### config.mk
export PLATFORM = sky130hd
export DESIGN_NAME = dec_stage
export DESIGN_NICKNAME = d
export VERILOG_FILES = /design/src/rtl/dec_stage_pkg.sv /design/src/rtl/dec_core.sv /design/src/rtl/dec_stage.sv
export SDC_FILE = /design/constraint.sdc
export NUM_CORES = 1
export LEC_CHECK = 0
export BUFFER_PORTS_ARGS = -buffer_cell sky130_fd_sc_hd__clkbuf_2
export CAP_MARGIN = 20
export CORE_ASPECT_RATIO = 0.8
export CORE_UTILIZATION = 57
export CTS_BUF_LIST = sky130_fd_sc_hd__clkbuf_4 sky130_fd_sc_hd__clkbuf_8 sky130_fd_sc_hd__clkbuf_16
export CTS_CLUSTER_SIZE = 25
export DETAILED_ROUTE_END_ITERATION = 12
export HOLD_SLACK_MARGIN = 0.15
export PLACE_DENSITY = 0.77
export SYNTH_ARGS = -nofsm -noshare
export SYNTH_HDL_FRONTEND = slang
export SYNTH_HIERARCHICAL = 1
export SYNTH_SLANG_ARGS = --single-unit
### constraint.sdc
create_clock -name clk -period 2.5 [get_ports clk]
set_clock_uncertainty 0.2 [all_clocks]
set_input_delay 0.25 -clock clk [delete_from_list [all_inputs] [get_ports clk]]
set_output_delay 0.25 -clock clk [all_outputs]
set_load 0.005 [all_outputs]
### src/rtl/dec_stage_pkg.sv
// dec_stage_pkg
// Shared definitions for the decode stage: RV32 opcode constants, lane
// indices of the one-hot lane select, per-lane operation-bus bit indices
// and the layout of the fixed-width part of a decoded bundle.
// No ports (package).
package dec_stage_pkg;

   // Major opcodes (instr[6:0])
   localparam logic [6:0] OPC_LUI    = 7'b0110111;
   localparam logic [6:0] OPC_AUIPC  = 7'b0010111;
   localparam logic [6:0] OPC_JAL    = 7'b1101111;
   localparam logic [6:0] OPC_JALR   = 7'b1100111;
   localparam logic [6:0] OPC_BRANCH = 7'b1100011;
   localparam logic [6:0] OPC_LOAD   = 7'b0000011;
   localparam logic [6:0] OPC_STORE  = 7'b0100011;
   localparam logic [6:0] OPC_OPIMM  = 7'b0010011;
   localparam logic [6:0] OPC_OP     = 7'b0110011;
   localparam logic [6:0] OPC_SYSTEM = 7'b1110011;

   // Fully fixed SYSTEM encodings
   localparam logic [31:0] INSTR_ECALL  = 32'h0000_0073;
   localparam logic [31:0] INSTR_EBREAK = 32'h0010_0073;
   localparam logic [31:0] INSTR_MRET   = 32'h3020_0073;

   // Lane indices into o_usele
   localparam int SELE_W = 5;
   localparam logic [2:0] SELE_ALU = 3'd0;
   localparam logic [2:0] SELE_BJU = 3'd1;
   localparam logic [2:0] SELE_LSU = 3'd2;
   localparam logic [2:0] SELE_MDU = 3'd3;
   localparam logic [2:0] SELE_SYS = 3'd4;

   // ALU lane operations (10)
   localparam logic [3:0] ALU_ADD  = 4'd0;
   localparam logic [3:0] ALU_SUB  = 4'd1;
   localparam logic [3:0] ALU_SLL  = 4'd2;
   localparam logic [3:0] ALU_SLT  = 4'd3;
   localparam logic [3:0] ALU_SLTU = 4'd4;
   localparam logic [3:0] ALU_XOR  = 4'd5;
   localparam logic [3:0] ALU_SRL  = 4'd6;
   localparam logic [3:0] ALU_SRA  = 4'd7;
   localparam logic [3:0] ALU_OR   = 4'd8;
   localparam logic [3:0] ALU_AND  = 4'd9;

   // BJU lane operations (9)
   localparam logic [3:0] BJU_JAL   = 4'd0;
   localparam logic [3:0] BJU_JALR  = 4'd1;
   localparam logic [3:0] BJU_BEQ   = 4'd2;
   localparam logic [3:0] BJU_BNE   = 4'd3;
   localparam logic [3:0] BJU_BLT   = 4'd4;
   localparam logic [3:0] BJU_BGE   = 4'd5;
   localparam logic [3:0] BJU_BLTU  = 4'd6;
   localparam logic [3:0] BJU_BGEU  = 4'd7;
   localparam logic [3:0] BJU_AUIPC = 4'd8;

   // LSU lane operations (8)
   localparam logic [3:0] LSU_LB  = 4'd0;
   localparam logic [3:0] LSU_LH  = 4'd1;
   localparam logic [3:0] LSU_LW  = 4'd2;
   localparam logic [3:0] LSU_LBU = 4'd3;
   localparam logic [3:0] LSU_LHU = 4'd4;
   localparam logic [3:0] LSU_SB  = 4'd5;
   localparam logic [3:0] LSU_SH  = 4'd6;
   localparam logic [3:0] LSU_SW  = 4'd7;

   // MDU lane operations (8)
   localparam logic [3:0] MDU_MUL    = 4'd0;
   localparam logic [3:0] MDU_MULH   = 4'd1;
   localparam logic [3:0] MDU_MULHSU = 4'd2;
   localparam logic [3:0] MDU_MULHU  = 4'd3;
   localparam logic [3:0] MDU_DIV    = 4'd4;
   localparam logic [3:0] MDU_DIVU   = 4'd5;
   localparam logic [3:0] MDU_REM    = 4'd6;
   localparam logic [3:0] MDU_REMU   = 4'd7;

   // SYS lane operations (9)
   localparam logic [3:0] SYS_CSRRW  = 4'd0;
   localparam logic [3:0] SYS_CSRRS  = 4'd1;
   localparam logic [3:0] SYS_CSRRC  = 4'd2;
   localparam logic [3:0] SYS_CSRRWI = 4'd3;
   localparam logic [3:0] SYS_CSRRSI = 4'd4;
   localparam logic [3:0] SYS_CSRRCI = 4'd5;
   localparam logic [3:0] SYS_ECALL  = 4'd6;
   localparam logic [3:0] SYS_EBREAK = 4'd7;
   localparam logic [3:0] SYS_MRET   = 4'd8;

   // Largest lane needs 10 bus bits
   localparam int OPB_MIN_W = 10;

   // Decoded bundle minus the parameter-sized PC and operation bus
   typedef struct packed {
      logic [SELE_W-1:0] usele;
      logic              rs1_ren;
      logic              rs2_ren;
      logic              rd_wen;
      logic [4:0]        rs1_idx;
      logic [4:0]        rs2_idx;
      logic [4:0]        rd_idx;
      logic [31:0]       im;
      logic              ilgl;
   } dec_fix_t;

   localparam int BNDL_W = $bits(dec_fix_t);

endpackage

### src/rtl/dec_core.sv
// dec_core
// Purely combinational RV32I (+M, +Zicsr) decoder.
// Ports:
//   instr  in  32      instruction word
//   opb    out OPB_W   one-hot operation within the selected lane
//   fix    out BNDL_W  packed dec_fix_t: lane, enables, indices, imm, ilgl
// Illegal encodings produce ilgl = 1 with lane, operation and all
// register enables forced to zero.
module dec_core
   import dec_stage_pkg::*;
#(
   parameter int EN_M   = 1,
   parameter int EN_CSR = 1,
   parameter int OPB_W  = 16   // must be >= OPB_MIN_W
) (
   input  logic [31:0]       instr,
   output logic [OPB_W-1:0]  opb,
   output logic [BNDL_W-1:0] fix
);

   logic [6:0]  opcode;
   logic [2:0]  f3;
   logic [6:0]  f7;
   logic [31:0] imm_i, imm_s, imm_b, imm_u, imm_j, imm_z;

   assign opcode = instr[6:0];
   assign f3     = instr[14:12];
   assign f7     = instr[31:25];
   assign imm_i  = {{20{instr[31]}}, instr[31:20]};
   assign imm_s  = {{20{instr[31]}}, instr[31:25], instr[11:7]};
   assign imm_b  = {{19{instr[31]}}, instr[31], instr[7], instr[30:25], instr[11:8], 1'b0};
   assign imm_u  = {instr[31:12], 12'b0};
   assign imm_j  = {{11{instr[31]}}, instr[31], instr[19:12], instr[20], instr[30:21], 1'b0};
   assign imm_z  = {27'b0, instr[19:15]};

   logic        legal;
   logic [2:0]  lane;
   logic [3:0]  op;
   logic        rs1_use, rs2_use, rd_use;
   logic [31:0] im;

   always_comb begin
      legal   = 1'b0;
      lane    = SELE_ALU;
      op      = ALU_ADD;
      rs1_use = 1'b0;
      rs2_use = 1'b0;
      rd_use  = 1'b0;
      im      = 32'b0;
      case (opcode)
         OPC_LUI: begin
            legal = 1'b1; lane = SELE_ALU; op = ALU_ADD; rd_use = 1'b1; im = imm_u;
         end
         OPC_AUIPC: begin
            legal = 1'b1; lane = SELE_BJU; op = BJU_AUIPC; rd_use = 1'b1; im = imm_u;
         end
         OPC_JAL: begin
            legal = 1'b1; lane = SELE_BJU; op = BJU_JAL; rd_use = 1'b1; im = imm_j;
         end
         OPC_JALR: begin
            legal = (f3 == 3'b000); lane = SELE_BJU; op = BJU_JALR;
            rs1_use = 1'b1; rd_use = 1'b1; im = imm_i;
         end
         OPC_BRANCH: begin
            legal = 1'b1; lane = SELE_BJU; rs1_use = 1'b1; rs2_use = 1'b1; im = imm_b;
            case (f3)
               3'b000:  op = BJU_BEQ;
               3'b001:  op = BJU_BNE;
               3'b100:  op = BJU_BLT;
               3'b101:  op = BJU_BGE;
               3'b110:  op = BJU_BLTU;
               3'b111:  op = BJU_BGEU;
               default: legal = 1'b0;
            endcase
         end
         OPC_LOAD: begin
            legal = 1'b1; lane = SELE_LSU; rs1_use = 1'b1; rd_use = 1'b1; im = imm_i;
            case (f3)
               3'b000:  op = LSU_LB;
               3'b001:  op = LSU_LH;
               3'b010:  op = LSU_LW;
               3'b100:  op = LSU_LBU;
               3'b101:  op = LSU_LHU;
               default: legal = 1'b0;
            endcase
         end
         OPC_STORE: begin
            legal = 1'b1; lane = SELE_LSU; rs1_use = 1'b1; rs2_use = 1'b1; im = imm_s;
            case (f3)
               3'b000:  op = LSU_SB;
               3'b001:  op = LSU_SH;
               3'b010:  op = LSU_SW;
               default: legal = 1'b0;
            endcase
         end
         OPC_OPIMM: begin
            legal = 1'b1; lane = SELE_ALU; rs1_use = 1'b1; rd_use = 1'b1; im = imm_i;
            case (f3)
               3'b000: op = ALU_ADD;
               3'b010: op = ALU_SLT;
               3'b011: op = ALU_SLTU;
               3'b100: op = ALU_XOR;
               3'b110: op = ALU_OR;
               3'b111: op = ALU_AND;
               // RV32 shifts: shamt is 5 bits, so instr[25] must be clear
               3'b001: begin op = ALU_SLL; legal = (f7 == 7'b0000000); end
               default: begin
                  op    = (f7 == 7'b0100000) ? ALU_SRA : ALU_SRL;
                  legal = (f7 == 7'b0000000) || (f7 == 7'b0100000);
               end
            endcase
         end
         OPC_OP: begin
            rs1_use = 1'b1; rs2_use = 1'b1; rd_use = 1'b1;
            if (f7 == 7'b0000000) begin
               legal = 1'b1; lane = SELE_ALU;
               case (f3)
                  3'b000:  op = ALU_ADD;
                  3'b001:  op = ALU_SLL;
                  3'b010:  op = ALU_SLT;
                  3'b011:  op = ALU_SLTU;
                  3'b100:  op = ALU_XOR;
                  3'b101:  op = ALU_SRL;
                  3'b110:  op = ALU_OR;
                  default: op = ALU_AND;
               endcase
            end else if (f7 == 7'b0100000) begin
               lane = SELE_ALU;
               op   = (f3 == 3'b101) ? ALU_SRA : ALU_SUB;
               legal = (f3 == 3'b000) || (f3 == 3'b101);
            end else if ((f7 == 7'b0000001) && (EN_M != 0)) begin
               legal = 1'b1; lane = SELE_MDU;
               case (f3)
                  3'b000:  op = MDU_MUL;
                  3'b001:  op = MDU_MULH;
                  3'b010:  op = MDU_MULHSU;
                  3'b011:  op = MDU_MULHU;
                  3'b100:  op = MDU_DIV;
                  3'b101:  op = MDU_DIVU;
                  3'b110:  op = MDU_REM;
                  default: op = MDU_REMU;
               endcase
            end
         end
         OPC_SYSTEM: begin
            if (EN_CSR != 0) begin
               lane = SELE_SYS;
               case (f3)
                  3'b001: begin legal = 1'b1; op = SYS_CSRRW;  rs1_use = 1'b1; rd_use = 1'b1; im = imm_i; end
                  3'b010: begin legal = 1'b1; op = SYS_CSRRS;  rs1_use = 1'b1; rd_use = 1'b1; im = imm_i; end
                  3'b011: begin legal = 1'b1; op = SYS_CSRRC;  rs1_use = 1'b1; rd_use = 1'b1; im = imm_i; end
                  // Immediate forms reuse the rs1 field as a 5-bit zimm
                  3'b101: begin legal = 1'b1; op = SYS_CSRRWI; rd_use = 1'b1; im = imm_z; end
                  3'b110: begin legal = 1'b1; op = SYS_CSRRSI; rd_use = 1'b1; im = imm_z; end
                  3'b111: begin legal = 1'b1; op = SYS_CSRRCI; rd_use = 1'b1; im = imm_z; end
                  3'b000: begin
                     if (instr == INSTR_ECALL) begin
                        legal = 1'b1; op = SYS_ECALL;
                     end else if (instr == INSTR_EBREAK) begin
                        legal = 1'b1; op = SYS_EBREAK;
                     end else if (instr == INSTR_MRET) begin
                        legal = 1'b1; op = SYS_MRET;
                     end
                  end
                  default: legal = 1'b0;
               endcase
            end
         end
         default: legal = 1'b0;
      endcase
      if ((instr == 32'h0000_0000) || (instr == 32'hFFFF_FFFF)) begin
         legal = 1'b0;
      end
   end

   // Index -> one-hot expansion, gated by legality so illegal bundles
   // carry an all-zero lane and operation.
   logic [SELE_W-1:0] usele;
   genvar gi;
   generate
      for (gi = 0; gi < SELE_W; gi++) begin : g_lane
         assign usele[gi] = legal & (32'(lane) == gi);
      end
      for (gi = 0; gi < OPB_W; gi++) begin : g_opb
         assign opb[gi] = legal & (32'(op) == gi);
      end
   endgenerate

   dec_fix_t fix_s;
   assign fix_s.usele   = usele;
   assign fix_s.rs1_ren = legal & rs1_use;
   assign fix_s.rs2_ren = legal & rs2_use;
   assign fix_s.rd_wen  = legal & rd_use & (instr[11:7] != 5'd0);
   assign fix_s.rs1_idx = instr[19:15];
   assign fix_s.rs2_idx = instr[24:20];
   assign fix_s.rd_idx  = instr[11:7];
   assign fix_s.im      = im;
   assign fix_s.ilgl    = ~legal;
   assign fix           = fix_s;

endmodule

### src/rtl/dec_stage.sv
// dec_stage
// Registered decode stage: dec_core followed by a 2-entry skid buffer
// (MAIN drives the outputs, SKID absorbs one instruction while issue
// stalls), so i_ready never reaches o_ready combinationally.
// Ports:
//   clk, rst_n (async, active-low), i_flush
//   i_valid/o_ready/i_instr/i_pc          fetch side
//   o_valid/i_ready                        issue side handshake
//   o_pc, o_opb, o_usele, o_rs*_ren, o_rd_wen, o_*_idx, o_im, o_ilgl
//                                          decoded bundle (from MAIN)
module dec_stage
   import dec_stage_pkg::*;
#(
   parameter int EN_M   = 1,
   parameter int EN_CSR = 1,
   parameter int OPB_W  = 16,
   parameter int PC_W   = 32
) (
   input  logic             clk,
   input  logic             rst_n,
   input  logic             i_flush,
   input  logic             i_valid,
   output logic             o_ready,
   input  logic [31:0]      i_instr,
   input  logic [PC_W-1:0]  i_pc,
   output logic             o_valid,
   input  logic             i_ready,
   output logic [PC_W-1:0]  o_pc,
   output logic [OPB_W-1:0] o_opb,
   output logic [4:0]       o_usele,
   output logic             o_rs1_ren,
   output logic             o_rs2_ren,
   output logic             o_rd_wen,
   output logic [4:0]       o_rs1_idx,
   output logic [4:0]       o_rs2_idx,
   output logic [4:0]       o_rd_idx,
   output logic [31:0]      o_im,
   output logic             o_ilgl
);

   localparam int ENT_W = PC_W + OPB_W + BNDL_W;

   logic [OPB_W-1:0]  dec_opb;
   logic [BNDL_W-1:0] dec_fix;
   logic [ENT_W-1:0]  dec_ent;

   dec_core #(
      .EN_M   (EN_M),
      .EN_CSR (EN_CSR),
      .OPB_W  (OPB_W)
   ) u_core (
      .instr (i_instr),
      .opb   (dec_opb),
      .fix   (dec_fix)
   );

   assign dec_ent = {i_pc, dec_opb, dec_fix};

   logic             main_vld_reg, main_vld_next;
   logic             skid_vld_reg, skid_vld_next;
   logic [ENT_W-1:0] main_data_reg, main_data_next;
   logic [ENT_W-1:0] skid_data_reg, skid_data_next;
   logic             in_fire, out_fire;

   assign in_fire  = i_valid & ~skid_vld_reg;
   assign out_fire = main_vld_reg & i_ready;

   // SKID can only be full while MAIN is full, so "MAIN empty" implies
   // SKID empty and the input always goes straight to MAIN.
   always_comb begin
      main_vld_next  = main_vld_reg;
      skid_vld_next  = skid_vld_reg;
      main_data_next = main_data_reg;
      skid_data_next = skid_data_reg;
      if (i_flush) begin
         main_vld_next = 1'b0;
         skid_vld_next = 1'b0;
      end else if (out_fire && skid_vld_reg) begin
         // in_fire is impossible here: o_ready is low while SKID is full
         main_data_next = skid_data_reg;
         skid_vld_next  = 1'b0;
      end else if (in_fire && (!main_vld_reg || out_fire)) begin
         main_vld_next  = 1'b1;
         main_data_next = dec_ent;
      end else if (in_fire) begin
         skid_vld_next  = 1'b1;
         skid_data_next = dec_ent;
      end else if (out_fire) begin
         main_vld_next = 1'b0;
      end
   end

   always_ff @(posedge clk or negedge rst_n) begin
      if (!rst_n) begin
         main_vld_reg  <= 1'b0;
         skid_vld_reg  <= 1'b0;
         main_data_reg <= '0;
         skid_data_reg <= '0;
      end else begin
         main_vld_reg  <= main_vld_next;
         skid_vld_reg  <= skid_vld_next;
         main_data_reg <= main_data_next;
         skid_data_reg <= skid_data_next;
      end
   end

   dec_fix_t main_fix;
   assign main_fix = main_data_reg[BNDL_W-1:0];

   assign o_ready   = ~skid_vld_reg;
   assign o_valid   = main_vld_reg;
   assign o_pc      = main_data_reg[ENT_W-1 -: PC_W];
   assign o_opb     = main_data_reg[BNDL_W +: OPB_W];
   assign o_usele   = main_fix.usele;
   assign o_rs1_ren = main_fix.rs1_ren;
   assign o_rs2_ren = main_fix.rs2_ren;
   assign o_rd_wen  = main_fix.rd_wen;
   assign o_rs1_idx = main_fix.rs1_idx;
   assign o_rs2_idx = main_fix.rs2_idx;
   assign o_rd_idx  = main_fix.rd_idx;
   assign o_im      = main_fix.im;
   assign o_ilgl    = main_fix.ilgl;

endmodule

After elaboration in Yosys (flattened, before gate mapping)
Cells that the tools add are included.

Register bits: 210. Output and inout bits: 106. Input port bits: 69. Word-level logic and storage cells: 167.

Equal/unequal tests: 45. Muxes and demuxes: 51. Bitwise operators: 32. Reductions and logical operators: 35.

Operators by type and width (number): 104-bit 2-to-1 mux (2); 32-bit case mux with 6 select lines (1); 32-bit case mux with 2 select lines (1); 4-bit case mux with 7 select lines (2); 32-bit by 21-bit == test with 1-bit output, second input constant (1); 32-bit by 30-bit == test with 1-bit output, second input constant (1); 32-bit == test, second input constant (1); 32-bit by 7-bit == test with 1-bit output, second input constant (1); 4-bit == test, second input constant (8); 32-bit logical NOT (1); 4-bit case mux with 8 select lines (1); 7-bit by 6-bit == test with 1-bit output, second input constant (4); 7-bit == test, second input constant (4); 1-bit bitwise AND (27); 4-bit 2-to-1 mux (6); 3-bit case mux with 4 select lines (2); 4-bit case mux with 6 select lines (1); 6-bit OR reduction (4); 1-bit 2-to-1 mux (23); 3-bit case mux with 7 select lines (1); 3-bit case mux with 6 select lines (1); 3-bit OR reduction (6); 4-bit by 3-bit == test with 1-bit output, second input constant (4); 3-bit == test, second input constant (5); other kinds (32) (55).

Depth between registers and ports, before layout
Gate-level depths: netlist (run 1).

Word-level depth: 11. Mapped depth: 11.

Hierarchy
Netlist (run 1), hierarchy kept.

By module, submodules not included: dec_stage (sequential area each 5255.0 sq um, area an instance 9105.0 sq um, cells each 566, instances 1); dec_core (sequential area each 0.0 sq um, area an instance 1685.4 sq um, cells each 254, instances 1).

Least setup slack after synthesis (run 1)
Ideal clock, no wire load.

Kind: input -> register. Start: in i_instr[2]. End: reg main_data_reg[57]. Slack: -0.059 ns. Stages: 10. Setup time: 0.125 ns. Required time: 2.175 ns. Arrival time: 2.234 ns. Cell sequence: buf_2 and4bb_4 nand4_2 or3_1 o221ai_1 or4_4 buf_6 nor4b_2 mux2_2 mux2_2.

Word-level cells in the longest chain between the ends: 10. Elaborated cells on any way between the ends: 32.

Ends and longest elaborated chain: from (decl) (RTL line dec_stage.sv:24) `input logic [31:0] i_instr,`; 32-bit by 30-bit == test with 1-bit output (RTL line dec_core.sv:161) `end else if (instr == INSTR_MRET) begin`; 4-bit 2-to-1 mux or 1-bit 2-to-1 mux (tied branches) (RTL line dec_core.sv:161); 4-bit 2-to-1 mux or 1-bit 2-to-1 mux (tied branches) (RTL line dec_core.sv:159) `end else if (instr == INSTR_EBREAK) begin`; 4-bit 2-to-1 mux or 1-bit 2-to-1 mux (tied branches) (RTL line dec_core.sv:157) `if (instr == INSTR_ECALL) begin`; 4-bit case mux with 6 select lines or 1-bit case mux with 2 select lines (tied branches) (RTL line dec_core.sv:148) `case (f3)`; 4-bit case mux with 8 select lines or 1-bit case mux with 8 select lines (tied branches) (RTL line dec_core.sv:50) `case (opcode)`; 4-bit by 1-bit == test with 1-bit output or 1-bit 2-to-1 mux (tied branches) (RTL line dec_core.sv:185, dec_core.sv:171); 1-bit bitwise AND * (RTL line dec_core.sv:185) `assign opb[gi] = legal & (32'(op) == gi);`; net dec_opb[1] (RTL line dec_stage.sv:43) `logic [OPB_W-1:0] dec_opb;`; 104-bit 2-to-1 mux * (RTL line dec_stage.sv:82) `end else if (in_fire && (!main_vld_reg || out_fire)) begin`; 104-bit 2-to-1 mux * (RTL line dec_stage.sv:78) `end else if (out_fire && skid_vld_reg) begin`; to (signal assigned) (RTL line dec_stage.sv:102) `main_data_reg <= main_data_next;`; to (decl) (RTL line dec_stage.sv:61) `logic [ENT_W-1:0] main_data_reg, main_data_next;`.

Mark *: on every way through the listed nets, which the timed path passes. The rest lies on a longest branch. The select of a mux whose other input is x is not followed. A chain may end at the register's enable or synchronous reset.

Final worst setup path (run 1)
Start: in i_instr[14]. End: reg main_data_reg[62].

Word-level cells in the longest chain between the ends: 10. Elaborated cells on any way between the ends: 51.

Ends and longest elaborated chain (RTL line): 32-bit by 30-bit == test with 1-bit output (tied with other cells) (dec_core.sv:161); 4-bit 2-to-1 mux (tied with other cells) (dec_core.sv:161); 4-bit 2-to-1 mux (tied with other cells) (dec_core.sv:159); 4-bit 2-to-1 mux (tied with other cells) (dec_core.sv:157); 4-bit case mux with 6 select lines (tied with other cells) (dec_core.sv:148); 4-bit case mux with 8 select lines or 1-bit case mux with 8 select lines (tied branches) (dec_core.sv:50); 4-bit by 3-bit == test with 1-bit output or 1-bit 2-to-1 mux (tied branches) (dec_core.sv:185, dec_core.sv:171); 1-bit bitwise AND * (dec_core.sv:185); net dec_opb[6] (dec_stage.sv:43); 104-bit 2-to-1 mux * (dec_stage.sv:82); 104-bit 2-to-1 mux * (dec_stage.sv:78).

Marked as above.

==> results.md, run 1 <==
* Outcome: finished clean
* Antenna viol nets, final at 0
* Slowest cell on crit path: or3_1
* CP arrival at approximately 2500 ps
* CTS Buffer Depth at 3
* WL/cell at around 20 um
* Max-cap violations at 0
* VDD IR max at roughly 0.61 mV
* Final Hold Vio Count at 0
* Synthesized area per cell at between 10 and 15 sq um
* Worst-Skew Late Latency at 510 ps
* PD cells at ~640 nW/um^2
* Worst path most repeated cell: mux2_2
* Clock-pin slew on the worst setup and hold paths at roughly 60 ps
* Most common cell after layout, fill and taps aside: mux2_2
* Final Wtd Congestion at 0.9185
* Core ar. at 18330 sq um
* Initial antenna violation count at 0
* Number of I/O port buffers at roughly 170
* Post-Syn Instances at 820
* Unique masters post-synth at 67
* Root buffer cell: clkbuf_16
* Least-Margin Pin Slew at 682.2 ps
* Crit path capture type: flop
* Synth Flop Type: dfrtp_1
* Layout Area Growth over Synthesis at 28.15%
* Clock Sinks at 210
* Setup Total Neg Slack at 0 ps
* Worst setup SP type: input port
* Mapped cell area at around 11000 sq um
* Register area share after synthesis at approximately 50%
* RSZ-0062 raised after global routing: no
* Fillers at 1214
* Timing-limited maximum frequency at roughly 420 MHz
* Vias in the first global route at between 8000 and 9000
* Drt via density at approximately 5.7
* DR vias at 7834
* Final WL at ~27000 um
* Final period util at between 90% and 100%
* Most frequent cells in the layout: mux2_2 (260), dfrtp_1 (210), clkbuf_2 (173), buf_4 (99), dlygate4sd3_1 (56)
* Initial Util at 58.86%
* Required @ worst endpoint at 2680 ps
* #FFs+latches synth at between 200 and 250
* Largest net degree at the start of global routing at 75
* Rel. slew slack at between 50% and 60%
* Final Worst Setup Slack at 140.1 ps
* # rows at 44
* CP max stage delay at approximately 440 ps
* Final setup viols at 0
* Yosys top cell area share at slightly below 50%
* Antenna Cells at 0
* Static leakage at around 0.0069 uW
* Number of flops mapped to enable cells by yosys at 0
* CTS tree: done
* Num CTS Buffers at 22
* Pre-CTS WS at -395.4 ps
* Most area-hungry cell type in the Yosys netlist: dfrtp_1
* Fin nets at approximately 1200
* Hold WC Path Type: input port to async pin
* H-Tree Depth at 1
* Dpl hpwl at around 18000 um
* I/O pin cnt at about 180
* DP Area at 12530 sq um
* Asr flop ratio synth at 100.0%
* R2R Setup Slk at 270 ps
* Finished Cell Area at ~14000 sq um
* Cell chain of the critical path: clkbuf_2 -> nor4_1 -> nand4_1 -> or3_1 -> o221ai_1 -> or4_4 -> nor4b_2 -> mux2_2 -> mux2_2
* First-pass GRT wire length at between 40000 and 50000 um
* Yosys warning count at 6
* Die height at roughly 130 um
* Die width at around 160 um
* Crit path kind: input port to flop
* Tot Pwr at slightly below 9000 uW
* Synth top area cells: dfrtp_1 (49%), mux2_2 (27%), mux2_1 (5.1%)
* Grt ovf at 0
* Max Transition Viols Final at 0
* Total track usage at between 20 and 30%
* DR pass1 iterations at 5
* Total Die Area at about 20000 sq um
* Fraction of layout cells with a size suffix above 1 at ~54%
* Tmin final at ~2400 ps
* DRC at 0
* 1st-iter DRT viols at roughly 400
* CP Max Fanout at 10
final timing paths:
check,startpoint,endpoint,cells after the start
worst max-delay path,i_instr[14],main_data_reg[62]$_DFFE_PN0P_,9
worst min-delay path,rst_n,main_data_reg[51]$_DFFE_PN0P_,2
worst max register to register,skid_vld_reg$_DFFE_PN0P_,main_data_reg[49]$_DFFE_PN0P_,5
worst min register to register,skid_data_reg[56]$_DFFE_PN0P_,skid_data_reg[56]$_DFFE_PN0P_,1
max in group asynchronous,rst_n,skid_data_reg[27]$_DFFE_PN0P_,3
min in group clk,i_instr[30],skid_data_reg[54]$_DFFE_PN0P_,3
layout make-up:
class,instances,area (sq um),share of cell area (%)
well taps,253,316.6,2.289
clock inverters,6,120.1,0.8686
repair buffers,342,2444,17.67
inverters,12,45.04,0.3257
multi-input cells,527,5037,36.43
clock buffers,30,610.6,4.415
flip-flops and latches,210,5255,38.00
synthesized netlist by cell type, types with 4 or more instances:
| cell type | instances |
|---|---|
| mux2_1 | 49 |
| mux2_2 | 263 |
| nand4_1 | 7 |
| nor4_1 | 6 |
| nor2b_1 | 7 |
| nor2_1 | 18 |
| nand3_1 | 9 |
| clkbuf_1 | 9 |
| nand2b_1 | 5 |
| or3_1 | 4 |
| a211oi_1 | 6 |
| dfrtp_1 | 210 |
| nor3_1 | 5 |
| o21ai_0 | 10 |
| a21oi_1 | 9 |
| buf_4 | 28 |
| and3_1 | 4 |
| buf_2 | 24 |
| inv_1 | 12 |
| a31oi_1 | 5 |
| buf_6 | 15 |
| nand2_1 | 15 |
| a21o_1 | 20 |
| o21ai_1 | 5 |
| and2_1 | 11 |
| a222oi_1 | 4 |
worst max-delay path, delay by kind of cell:
family,cells,cell delay [ps]
compound gates,1,220
buf+inv,1,130
mux,2,530
simple gates,5,1390
cells by family after synthesis:
family,synth area share (%)
other,0.03475
and+or+nand+nor,7.409
buffers and inverters,5.357
muxes,32.65
AOI/OAI and AO/OA,5.601
DFF,48.70
xor gates and xnor gates,0.2436
metal layers:
layer	up-vias	global-route usage (%)	share of wire, %
met5	-	0	0
met4	0	10.09	3.0
met3	53	5.130	5.4
met2	240	45.82	47
met1	3970	40.37	44
li1	3571	-	-
through the flow:
step	std cells	util (%)	hold slack, ps
after global placement	1288	68.35	126.6
after detailed placement	1288	68.35	126.6
final	1380	75.43	125.5
after CTS	1380	75.40	160.6
after floorplan	825	-	-245.6
after global routing	1380	75.43	174.3
power by group:
group	internal (uW)	leakage (uW)	total (uW)	switching (uW)
combinational	776	0.00378	1380	600
clock	2020	0.000365	3330	1300
sequential	3870	0.00271	4120	251
timing repair:
item,in CTS,in global routing
resized for setup,0,2
hold buffers,56,0
setup endpoints to repair,0,5
setup buffers,0,0
hold endpoints to repair,330,0
Power figures use the tool's default switching activity.
==> run 2, diff against run 1 <==
Settings changed: RECOVER_POWER set to 50.
==> results.md, run 2 (synthesized netlist as in run 1, its figures left out) <==
* Worst-Skew Late Latency at 510 ps (about the same)
* Clock share of power at 37.8% (was 37.7%)
* Fin nets at 1184 (unchanged)
* CTS tree: done (unchanged)
* Final setup viols at 0 (unchanged)
* Initial antenna violation count at 0 (unchanged)
* Slowest cell on crit path: or3_1 (unchanged)
* Root buffer cell: clkbuf_16 (unchanged)
* Die height at 125.1 um (unchanged)
* DR pass1 iterations at 5 (unchanged)
* Finished Cell Area at 13770 sq um (was 13830 sq um)
* Die width at 155.8 um (unchanged)
* Outcome: complete, but fails checks (was finished clean)
* H-Tree Depth at 1 (unchanged)
* Grt ovf at 0 (unchanged)
* RSZ-0062 raised after global routing: no (unchanged)
* Sw Pwr at 2158 uW (was 2155 uW)
* Largest net degree at the start of global routing at 75 (unchanged)
* I/O pin cnt at 175 (unchanged)
* Final Wtd Congestion at 0.9185 (unchanged)
* Failing checks: capacitance limit, slew limit
* DRC at 0 (unchanged)
* Number of I/O port buffers at 174 (unchanged)
* Pre-CTS WS at -395.4 ps (unchanged)
* Final WL at 27220 um (was 27210 um)
* Register share of total power at 46.8% (was 46.7%)
* Final period util at 93.31% (was 94.39%)
* Final Hold Vio Count at 0 (unchanged)
* Final Worst Setup Slack at 167.2 ps (was 140.1 ps)
* Drt via density at 5.682 (was 5.677)
* CTS Buffer Depth at 3 (unchanged)
* Tmin final at 2333 ps (was 2360 ps)
* Most common cell after layout, fill and taps aside: mux2_2 (unchanged)
* Least-Margin Pin Slew at 1806 ps (was 682.2 ps)
* Dpl hpwl at 18480 um (unchanged)
* WL/cell at 19.72 um (about the same)
* Total track usage at 28.99% (unchanged)
* Num CTS Buffers at 22 (unchanged)
* Int Pwr at 6649 uW (was 6667 uW)
* DR vias at 7841 (was 7834)
* Comb power frac at 15.4% (was 15.6%)
* CP max stage delay at 440 ps (about the same)
* Tot Pwr at 8807 uW (was 8822 uW)
* CP Max Fanout at 10 (unchanged)
* Setup Total Neg Slack at 0 ps (unchanged)
* Max Transition Viols Final at 75 (was 0)
* Hold WC Path Type: input port to flop (was input port to async pin)
* Clock-pin slew on the worst setup and hold paths at 60 ps (about the same)
* Clock Sinks at 210 (unchanged)
* Total Die Area at 19490 sq um (unchanged)
* Layout Area Growth over Synthesis at 27.61% (was 28.15%)
* Crit path capture type: flop (unchanged)
* Switch share at 24.50% (was 24.43%)
* DP Area at 12530 sq um (unchanged)
* Initial Util at 58.86% (unchanged)
* Timing-limited maximum frequency at 428.7 MHz (was 423.8 MHz)
* Worst setup SP type: input port (unchanged)
* Required @ worst endpoint at 2680 ps (about the same)
* Cell chain of the critical path: clkbuf_2 -> nor4_1 -> nand4_1 -> or3_1 -> o221ai_1 -> or4_4 -> nor4b_2 -> mux2_2 -> mux2_2 (unchanged)
* Rel. slew slack at -20.40% (was 54.52%)
* Most frequent cells in the layout: mux2_2 (260), dfrtp_1 (210), clkbuf_2 (147), buf_4 (99), dlygate4sd3_1 (56) (was mux2_2 (260), dfrtp_1 (210), clkbuf_2 (173), buf_4 (99), dlygate4sd3_1 (56))
* Crit path kind: input port to flop (unchanged)
* Static leakage at 0.006764 uW (was 0.006857 uW)
* Worst path most repeated cell: mux2_2 (unchanged)
* Antenna viol nets, final at 0 (unchanged)
* Post-CTS Setup Bufs at 0 (unchanged)
* Vias in the first global route at 8091 (unchanged)
* VDD IR max at 0.6109 mV (was 0.6107 mV)
* Core ar. at 18330 sq um (unchanged)
* Fraction of layout cells with a size suffix above 1 at 51.46% (was 53.77%)
* # rows at 44 (unchanged)
* CP arrival at 2520 ps (was 2540 ps)
* First-pass GRT wire length at 44400 um (unchanged)
* Max-cap violations at 1 (was 0)
* 1st-iter DRT viols at 448 (was 396)
* Antenna Cells at 0 (unchanged)
* PD cells at 639.6 nW/um^2 (was 638.0 nW/um^2)
==> run 2: changes by cell type in the layout (fill, tap and decap cells not counted), sizes merged <==
cell / change
buf: +1
clkbuf: -1
==> run 2: path summary, 6_finish.rpt <==
check | startpoint | endpoint | slack [ps] | depth (start not counted)
max in group asynchronous | rst_n | main_data_reg[6]$_DFFE_PN0P_ | 360 | 3
max | i_instr[14] | main_data_reg[58]$_DFFE_PN0P_ | 170 | 9
min reg2reg | skid_data_reg[79]$_DFFE_PN0P_ | skid_data_reg[79]$_DFFE_PN0P_ | 280 | 1
min in group asynchronous | rst_n | skid_data_reg[53]$_DFFE_PN0P_ | 560 | 2
max reg2reg | skid_vld_reg$_DFFE_PN0P_ | main_data_reg[49]$_DFFE_PN0P_ | 270 | 5
min | i_instr[30] | skid_data_reg[54]$_DFFE_PN0P_ | 180 | 3
==> run 2: repair_timing <==
action                     CTS  global route
hold buffers                56             0
setup endpoints to repair    0             5
gates resized for setup      0             2
hold endpoints to repair   330             0
==> run 2: metrics by stage <==
| step | hold slack [ps] | cells | util (%) |
|---|---|---|---|
| finish | 176.8 | 1380 | 75.11 |
| global route | 174.3 | 1380 | 75.11 |
| CTS | 160.6 | 1380 | 75.40 |
| detailed placement | 126.6 | 1288 | 68.35 |
| global placement | 126.6 | 1288 | 68.35 |
| floorplan | -245.6 | 825 | - |
==> run 2: power groups by stage <==
| stage | registers, uW | logic (uW) | clock network, uW |
|---|---|---|---|
| 5_1_grt | 4180 | 1470 | 3520 |
| 3_5_place_dp | 4170 | 1290 | 0 |
| 4_1_cts | 4110 | 1370 | 3380 |
| 3_3_place_gp | 4130 | 1260 | 0 |
| 6_report | 4120 | 1360 | 3330 |
| 2_1_floorplan | 4120 | 696 | 0 |
==> run 2: critical path, delay by kind of cell <==
kind,cells,cell delay [ps]
simple gates,5,1380
compound gates,1,230
mux,2,540
buf+inv,1,130
==> run 2: final cells by class <==
class | count | area (sq um)
Clock buffer | 30 | 610.6
Clock inverter | 6 | 120.1
Fill cell | 1242 | 4563
Inverter | 12 | 45.04
Multi-Input combinational cell | 527 | 5037
Sequential cell | 210 | 5255
Tap cell | 253 | 316.6
Timing Repair Buffer | 342 | 2385
==> run 2: routing by layer <==
layer	wire length [um]	global-route usage, %
met4	876	10.09
met2	12750	45.82
met3	1544	5.130
met1	12050	40.37
met5	0	0
